**config.mk**
```make
export PLATFORM = sky130hd
export DESIGN_NAME = reg10_arbiter_ctrl_flat
export DESIGN_NICKNAME = d
export VERILOG_FILES = /design/src/rtl/reg10_arbiter_ctrl_pkg.sv /design/src/rtl/reg10_arbiter_ctrl_if.sv /design/src/rtl/reg10_arbiter_ctrl_register_en_w.sv /design/src/rtl/reg10_arbiter_ctrl.sv /design/src/flat_wrapper.sv
export SDC_FILE = /design/constraint.sdc
export NUM_CORES = 1
export LEC_CHECK = 0
export ABC_AREA = 0
export BUFFER_PORTS_ARGS = -buffer_cell sky130_fd_sc_hd__buf_4
export CORE_UTILIZATION = 30
export CTS_CLUSTER_SIZE = 8
export DETAILED_ROUTE_END_ITERATION = 8
export GPL_ROUTABILITY_DRIVEN = 0
export SYNTH_ARGS = -nofsm -noshare
export SYNTH_HDL_FRONTEND = slang
export SYNTH_SLANG_ARGS = --single-unit
```
**constraint.sdc**
```tcl
create_clock -name clk -period 1.5 [get_ports clk]
set_clock_uncertainty 0.2 [all_clocks]
set_input_delay 0.375 -clock clk [delete_from_list [all_inputs] [get_ports clk]]
set_output_delay 0.375 -clock clk [all_outputs]
set_load 0.02 [all_outputs]
```
**src/rtl/reg10_arbiter_ctrl_pkg.sv**
```systemverilog
// Shared definitions for the two-requester arbiter / 10-bit holding register.
//   DEF_WIDTH, DEF_CNT_W : default data and conflict-counter widths
//   state_e              : holding-register occupancy (EMPTY / FULL)
//   SRC0, SRC1           : requester IDs used for q_src and last_gnt
package reg10_arbiter_ctrl_pkg;
  localparam int DEF_WIDTH = 10;
  localparam int DEF_CNT_W = 8;

  typedef enum logic {
    ST_EMPTY = 1'b0,
    ST_FULL  = 1'b1
  } state_e;

  localparam logic SRC0 = 1'b0;
  localparam logic SRC1 = 1'b1;
endpackage

```
**src/rtl/reg10_arbiter_ctrl_if.sv**
```systemverilog
// Request/grant and downstream valid/ready bundle of the arbiter.
//   req0/data0/gnt0, req1/data1/gnt1 : requester side
//   q_out/q_valid/q_src/q_ready      : consumer side
// master = producers + consumer, slave = arbiter.
interface reg10_arbiter_ctrl_if
  import reg10_arbiter_ctrl_pkg::*;
#(
  parameter int WIDTH = DEF_WIDTH
);
  logic             req0;
  logic [WIDTH-1:0] data0;
  logic             gnt0;
  logic             req1;
  logic [WIDTH-1:0] data1;
  logic             gnt1;
  logic [WIDTH-1:0] q_out;
  logic             q_valid;
  logic             q_src;
  logic             q_ready;

  modport master (
    output req0, data0, req1, data1, q_ready,
    input  gnt0, gnt1, q_out, q_valid, q_src
  );

  modport slave (
    input  req0, data0, req1, data1, q_ready,
    output gnt0, gnt1, q_out, q_valid, q_src
  );
endinterface

```
**src/rtl/reg10_arbiter_ctrl_register_en_w.sv**
```systemverilog
// WIDTH-bit register with synchronous active-high reset and load enable.
//   clk, rst : clock, synchronous reset (clears q)
//   en, d    : load enable and next value
//   q        : registered value
module register_en_w #(
  parameter int WIDTH = 10
) (
  input  logic             clk,
  input  logic             rst,
  input  logic             en,
  input  logic [WIDTH-1:0] d,
  output logic [WIDTH-1:0] q
);
  always_ff @(posedge clk) begin
    if (rst)     q <= '0;
    else if (en) q <= d;
  end
endmodule

```
**src/rtl/reg10_arbiter_ctrl.sv**
```systemverilog
// Round-robin arbiter for two requesters feeding one 10-bit holding register
// with a valid/ready output and a saturating conflict counter.
//   clk, rst     : clock, synchronous active-high reset
//   bus (slave)  : requests/grants in, q_out/q_valid/q_src/q_ready out
//   conflict_cnt : grants issued while both requests were high (saturating)
module reg10_arbiter_ctrl
  import reg10_arbiter_ctrl_pkg::*;
#(
  parameter int WIDTH = DEF_WIDTH,
  parameter int CNT_W = DEF_CNT_W
) (
  input  logic                 clk,
  input  logic                 rst,
  reg10_arbiter_ctrl_if.slave  bus,
  output logic [CNT_W-1:0]     conflict_cnt
);
  localparam logic [CNT_W-1:0] CNT_ONE = CNT_W'(1);
  localparam logic [CNT_W-1:0] CNT_MAX = '1;

  state_e           state;
  logic             last_gnt;
  logic             src;
  logic             can_load;
  logic             both;
  logic             g0, g1, load;
  logic [WIDTH-1:0] win_data;

  // A pop and a load may share an edge, so FULL && q_ready still accepts.
  assign can_load = (state == ST_EMPTY) || bus.q_ready;
  assign both     = bus.req0 && bus.req1;

  // On a conflict the requester that did not win last time gets the grant.
  assign g0   = !rst && can_load && bus.req0 && (!bus.req1 || last_gnt == SRC1);
  assign g1   = !rst && can_load && bus.req1 && (!bus.req0 || last_gnt == SRC0);
  assign load = g0 || g1;

  assign win_data = g1 ? bus.data1 : bus.data0;

  assign bus.gnt0    = g0;
  assign bus.gnt1    = g1;
  assign bus.q_valid = (state == ST_FULL);
  assign bus.q_src   = src;

  register_en_w #(.WIDTH(WIDTH)) u_hold (
    .clk (clk),
    .rst (rst),
    .en  (load),
    .d   (win_data),
    .q   (bus.q_out)
  );

  always_ff @(posedge clk) begin
    if (rst) begin
      state        <= ST_EMPTY;
      src          <= SRC0;
      last_gnt     <= SRC1;  // requester 0 wins the first conflict
      conflict_cnt <= '0;
    end else if (load) begin
      state    <= ST_FULL;
      src      <= g1 ? SRC1 : SRC0;
      last_gnt <= g1 ? SRC1 : SRC0;
      if (both && conflict_cnt != CNT_MAX)
        conflict_cnt <= conflict_cnt + CNT_ONE;
    end else if (state == ST_FULL && bus.q_ready) begin
      // Consumed with nothing to replace it: q_out/q_src keep last values.
      state <= ST_EMPTY;
    end
  end
endmodule

```
**src/flat_wrapper.sv**
```systemverilog
// flat-port wrapper written by rule: the top's interface ports become plain ports
module reg10_arbiter_ctrl_flat import reg10_arbiter_ctrl_pkg::*;
#(
  parameter int WIDTH = DEF_WIDTH,
  parameter int CNT_W = DEF_CNT_W
)
  (clk, rst, conflict_cnt, bus_req0, bus_data0, bus_req1, bus_data1, bus_q_ready, bus_gnt0, bus_gnt1, bus_q_out, bus_q_valid, bus_q_src);
  reg10_arbiter_ctrl_if #(.WIDTH(WIDTH)) bus_i ();
  input  logic clk;
  input  logic rst;
  output logic [CNT_W-1:0] conflict_cnt;
  input wire logic [$bits(bus_i.req0)-1:0] bus_req0;
  input wire logic [$bits(bus_i.data0)-1:0] bus_data0;
  input wire logic [$bits(bus_i.req1)-1:0] bus_req1;
  input wire logic [$bits(bus_i.data1)-1:0] bus_data1;
  input wire logic [$bits(bus_i.q_ready)-1:0] bus_q_ready;
  output wire logic [$bits(bus_i.gnt0)-1:0] bus_gnt0;
  output wire logic [$bits(bus_i.gnt1)-1:0] bus_gnt1;
  output wire logic [$bits(bus_i.q_out)-1:0] bus_q_out;
  output wire logic [$bits(bus_i.q_valid)-1:0] bus_q_valid;
  output wire logic [$bits(bus_i.q_src)-1:0] bus_q_src;
  assign bus_i.req0 = bus_req0;
  assign bus_i.data0 = bus_data0;
  assign bus_i.req1 = bus_req1;
  assign bus_i.data1 = bus_data1;
  assign bus_i.q_ready = bus_q_ready;
  assign bus_gnt0 = bus_i.gnt0;
  assign bus_gnt1 = bus_i.gnt1;
  assign bus_q_out = bus_i.q_out;
  assign bus_q_valid = bus_i.q_valid;
  assign bus_q_src = bus_i.q_src;
  reg10_arbiter_ctrl #(.WIDTH(WIDTH), .CNT_W(CNT_W)) u_core (.clk(clk), .rst(rst), .bus(bus_i), .conflict_cnt(conflict_cnt));
endmodule
```
==> flow_metrics.py, run 1 <==
metrics = {
    "run_status": {
        "outcome": "finished, violations left",
        "violations": "setup timing",
    },
    "die": {
        "fp.dieH_um": 59.1,
        "start_util": 0.318,
        "die_w_um": 59.1,
        "core_area_um2": 3080,
        "ios": 47,
        "die_area_um2": 3490,
        "rows": 20,
    },
    "final_layout": {
        "drive_gt1_frac": 0.554,
        "area_delta_synth_final_pct": 75.4,
        "diodes": 0,
        "nets": 213,
        "fin_cells": 230,
    },
    "power": {
        "p_leak_uw": 0.000771,
        "power.total_uw": 1160,
        "vdd.ir_drop.worst_uv": 349,
        "p_per_area_nw_per_um2": 679,
    },
    "clock_tree": {
        "clkTransAtPathRegs_ps": 120,
        "cts_tree": "yes",
        "cts_buffer_depth": 2,
        "cts_buffers": 3,
        "clock-sinks": 21,
        "ctsRootBufferMaster": "clkbuf_4",
        "postCtsHoldBufs": 0,
        "clk-insertion-delay-late_ps": 310,
        "cts.htree.levels": 1,
    },
    "worst_setup_path": {
        "critPathBufInv": 2,
        "worst_r2r_endpoint": "u_core.last_gnt",
        "critPathSlowestCell": "dfxtp_2",
        "reg2reg_setup_slack_ps": -150,
        "cp.depth": 4,
        "critPathMaxFanout": 3,
        "setup.worst_path.start": "u_core.bus.q_valid",
        "worstPathRequired_ps": 920,
        "reg2reg_from": "u_core.bus.q_valid",
        "rr_worst_depth": 9,
        "slowest_delay_ps": 350,
        "arrival_ps": 1080,
        "crit_family": "flip-flops",
        "path_class": "reg -> out",
        "start_kind": "register",
        "setup.worst_path.end": "bus_gnt1",
        "end_kind": "output pin",
        "crit_chain": "nand2b_4, nand4_1, inv_2, buf_6",
    },
    "detailed_routing": {
        "ant_nets": 0,
        "drt_first_pass_iters": 5,
        "wl_um": 2910,
        "vias": 1148,
        "drt_iter0_markers": 31,
        "post_drt_via_cell_ratio": 4.99,
        "wl_per_cell_um": 12.6,
        "post-route-drc-count": 0,
    },
    "yosys": {
        "syn_inst": 116,
        "yosysMostFrequentCell": "nand2_1",
        "synthSimpleGateAreaFrac": 0.280,
        "synth_compound_area_frac": 0.197,
        "netlist.area_leader.share": 0.430,
        "yosys_warnings": 0,
        "netlist_area_um2": 978,
        "ys_top_cells_by_area": "dfxtp_1 43%, nand2_1 10%, a311oi_1 9.8%",
        "synth_seq_cells": 21,
        "synth_edf_count": 0,
        "async_flop_share": 0,
        "synth_top_family_by_area": "simple AND/OR/NAND/NOR gates",
        "synth_xor_area_frac": 0,
        "synth_ff_type": "dfxtp_1",
        "synthAdderAreaFrac": 0.0128,
        "synthDistinctLibCells": 31,
        "synth_common_cells": "26 x nand2_1, 21 x dfxtp_1, 12 x nor2_1, 11 x a311oi_1, 4 x a21oi_1",
        "yosysSeqAreaShare": 0.430,
        "synth_mux_area_frac": 0.0205,
        "synth_top_area_cell": "dfxtp_1",
        "syn_nets": 142,
        "synth.avg_cell_area_um2": 8.43,
    },
    "global_routing": {
        "grt_max_degree": 20,
        "antenna_found_initial": 0,
        "grt_use_total": 0.174,
        "grt_overflow_total": 0,
        "first_global_vias": 1114,
        "grt_pass1_wl_um": 4700,
    },
    "sta": {
        "period_share": 1.11,
        "fmax_mhz": 603,
        "period_needed_ps": 1660,
        "slew_violations": 0,
        "tightest_slew_ps": 240,
        "max_slew_margin": 0.839,
        "rsz0062_at_grt": "yes",
        "setup_viol": 8,
        "hold_violations": 0,
        "worst_slack_ps": -159,
    },
    "job": {
        "cap_violations": 0,
    },
    "placement": {
        "portBuffers": 46,
        "dp_hpwl_um": 2090,
        "dp_cells": 213,
    },
    "worst_hold_path": {
        "hp-class": "in -> reg",
    },
}
timing repair:
| item | 4_1_cts | 5_1_grt |
|---|---|---|
| pin swaps | 7 | 9 |
| buffers inserted | 10 | 4 |
| resized for setup | 21 | 13 |
| endpoints found under the setup margin | 14 | 19 |
worst min path at each step:
stage	start	endpoint	slack (ps)	depth (start not counted)
4_1_cts	bus_data0[7]	u_core.u_hold.q[7]	120	3
6_report	bus_data0[3]	u_core.u_hold.q[3]	120	3
3_3_place_gp	u_core.conflict_cnt[4]	u_core.conflict_cnt[4]	260	1
3_5_place_dp	u_core.conflict_cnt[4]	u_core.conflict_cnt[4]	260	1
5_1_grt	bus_data0[2]	u_core.u_hold.q[2]	130	3
2_1_floorplan	u_core.last_gnt	u_core.last_gnt	250	1
cell usage in the layout (no fill, tap or decap), types with 2 or more instances in the layout:
| cell | n |
|---|---|
| buf_4 | 59 |
| nand2_1 | 24 |
| buf_6 | 14 |
| nor2_1 | 12 |
| a311oi_1 | 11 |
| dfxtp_1 | 11 |
| dfxtp_2 | 8 |
| a21oi_1 | 4 |
| nand3_1 | 3 |
| clkbuf_4 | 3 |
| nand2_2 | 2 |
| nand2b_4 | 2 |
| nand4_1 | 2 |
| inv_2 | 2 |
| a31oi_1 | 2 |
| and4_1 | 2 |
| mux2i_1 | 2 |
| o21ai_0 | 2 |
| dfxtp_4 | 2 |
routing by layer:
layer	global-route usage	up-vias	routed length (um)
met5	0	-	0
met4	0.0510	0	24
met3	0.0393	6	165
met2	0.325	40	1460
met1	0.197	541	1260
li1	-	561	-
kinds of logic after synthesis:
group | Yosys count
simple gates | 56
compound gates | 26
flops | 21
buf+inv | 10
mux | 2
fa+ha+maj | 1
registers in the layout, indices dropped and copies added (netlist names):
name                 flops
u_core.bus.q_valid       1
u_core.u_hold.q         10
u_core.last_gnt          1
u_core.conflict_cnt      8
u_core.bus.q_src         1
per-stage QoR:
stage / utilization / TNS (ps) / area [um2] / worst slack [ps] / hold WS [ps]
2_1_floorplan: - / -34.3 / 1010 / -31.9 / 249
3_3_place_gp: 0.474 / -2310 / 1460 / -159 / 255
3_5_place_dp: 0.474 / -3250 / 1460 / -242 / 265
4_1_cts: 0.533 / -525 / 1640 / -169 / 124
5_1_grt: 0.558 / -1530 / 1720 / -217 / 131
6_report: 0.558 / -757 / 1720 / -159 / 122
layout make-up:
class                   instances  area (um2)
fillers                       288        1360
clock buffers                   4        26.3
repair buffers                 73         601
multi-input cells              85         586
inverters                       3        11.3
flip-flops and latches         21         438
well taps                      44        55.1
tightest hold or removal path, stage by stage:
cell	delay (ps)
buf_4	110
nand2_1	40
a311oi_1	70
where the power goes:
part / internal, uW / total [uW] / switching [uW]
sequential: 585 / 604 / 19.0
clock: 104 / 284 / 180
combinational: 147 / 277 / 129
Power figures use the tool's default switching activity.
==> inputs of run 2 (changes only) <==
REMOVE_ABC_BUFFERS = 1   (was unset)
==> flow_metrics.py, run 2 (synthesis gave the netlist of run 1 again) <==
metrics = {
    "die": {
        "die_area_um2": 3490,
        "rows": 20,
        "die_w_um": 59.1,
        "core_area_um2": 3080,
        "ios": 47,
        "start_util": 0.318,
        "fp.dieH_um": 59.1,
    },
    "global_routing": {
        "grt_max_degree": 20,
        "first_global_vias": 1067,
        "antenna_found_initial": 0,
        "grt_use_total": 0.173,
        "grt_pass1_wl_um": 4570,
        "grt_overflow_total": 0,
    },
    "worst_setup_path": {
        "arrival_ps": 1080,
        "worstPathRequired_ps": 920,
        "path_class": "reg -> out",
        "start_kind": "register",
        "slowest_delay_ps": 370,
        "cp_common_cell": "buf_6",
        "critPathMaxFanout": 2,
        "crit_chain": "nand2b_4, buf_6, nand3_4, inv_4, buf_6",
        "rr_worst_depth": 6,
        "critPathSlowestCell": "dfxtp_2",
        "end_kind": "output pin",
    },
    "final_layout": {
        "layout_common_cells": "56 x buf_4, 21 x buf_6, 19 x nand2_1",
        "largest_reg_flops": 10,
        "multiInputGateArea_um2": 699,
        "seq_area_um2": 435,
        "finish.instance_area_um2": 2010,
        "nets": 223,
        "reg.largest.list": "u_core.u_hold.q (10), u_core.conflict_cnt (8)",
        "fin_cells": 240,
        "area_delta_synth_final_pct": 105,
        "diodes": 0,
        "fillCellCount": 254,
        "drive_gt1_frac": 0.709,
        "final_common_cell": "buf_4",
        "regMostFlops": "u_core.u_hold.q",
    },
    "sta": {
        "period_share": 1.10,
        "max_slew_margin": 0.837,
        "period_needed_ps": 1650,
        "hold_violations": 0,
        "fmax_mhz": 605,
        "hold_ws_ps": 124,
        "slew_violations": 0,
        "rsz0062_at_grt": "yes",
        "setup_viol": 6,
        "worst_slack_ps": -152,
        "tightest_slew_ps": 241,
    },
    "detailed_routing": {
        "ant_nets": 0,
        "drt_iter0_markers": 22,
        "wl_um": 3290,
        "post_drt_via_cell_ratio": 4.91,
        "post-route-drc-count": 0,
        "wl_per_cell_um": 13.7,
        "drt_first_pass_iters": 4,
        "vias": 1178,
    },
    "placement": {
        "dp_hpwl_um": 2000,
        "portBuffers": 46,
        "dp_cells": 221,
        "placedInstanceArea_um2": 1500,
    },
    "run_status": {
        "violations": "setup timing",
        "outcome": "finished, violations left",
    },
    "power": {
        "power.total_uw": 1240,
        "p_per_area_nw_per_um2": 616,
        "p_leak_uw": 0.000890,
        "vdd.ir_drop.worst_uv": 391,
    },
    "clock_tree": {
        "clk-insertion-delay-late_ps": 310,
        "cts.htree.levels": 1,
        "postCtsHoldBufs": 0,
        "clock-sinks": 21,
        "cts_buffer_depth": 2,
        "ctsRootBufferMaster": "clkbuf_4",
        "cts_tree": "yes",
        "cts_buffers": 3,
        "clkTransAtPathRegs_ps": 130,
    },
    "worst_hold_path": {
        "hold_depth": 3,
        "hp-class": "in -> reg",
    },
    "job": {
        "cap_violations": 0,
    },
}
## run 2: worst paths after layout
kind                          start  slack, ps                     end
max              u_core.bus.q_valid       -150                bus_gnt0
min                    bus_data0[7]        120      u_core.u_hold.q[7]
max reg2reg  u_core.conflict_cnt[0]        -60  u_core.conflict_cnt[2]
min reg2reg      u_core.u_hold.q[7]        310      u_core.u_hold.q[7]
## run 2: report_power, final
| part | switching, uW | internal (uW) | total [uW] |
|---|---|---|---|
| combinational | 161 | 190 | 350 |
| sequential | 19.5 | 586 | 606 |
| clock | 182 | 99.5 | 282 |
## run 2: critical path, delay by kind of cell (launching register included)
family	cells	cell delay [ps]
buf+inv	3	280
simple gates	2	120
flops	1	370
## run 2: timing repair
item                       in CTS  in global routing
pin swaps                       8                 19
resized for setup              31                 58
setup endpoints to repair      17                 26
setup buffers                   5                 10
cloned                          0                  2
hold endpoints to repair        0                  0
## run 2: layer usage
metal | vias to the layer above | track usage | routed length, um
li1 | 582 | - | -
met1 | 554 | 0.213 | 1370
met2 | 37 | 0.297 | 1710
met3 | 5 | 0.0306 | 172
met4 | 0 | 0.0680 | 36
met5 | - | 0 | 0
## run 2: final cells by class
cell class / instances / area share
repair buffers: 83 / 0.387
multi-input cells: 85 / 0.348
flip-flops and latches: 21 / 0.217
well taps: 44 / 0.0274
clock buffers: 3 / 0.0112
inverters: 3 / 0.00685
clock inverters: 1 / 0.00249
## run 2: metrics by stage
step / worst slack [ps] / setup TNS, ps / util
final: -152 / -460 / 0.652
after global routing: -203 / -1450 / 0.652
after CTS: -161 / -386 / 0.543
after detailed placement: -181 / -2420 / 0.486
after global placement: -132 / -1640 / 0.486
after floorplan: -500 / -3540 / -
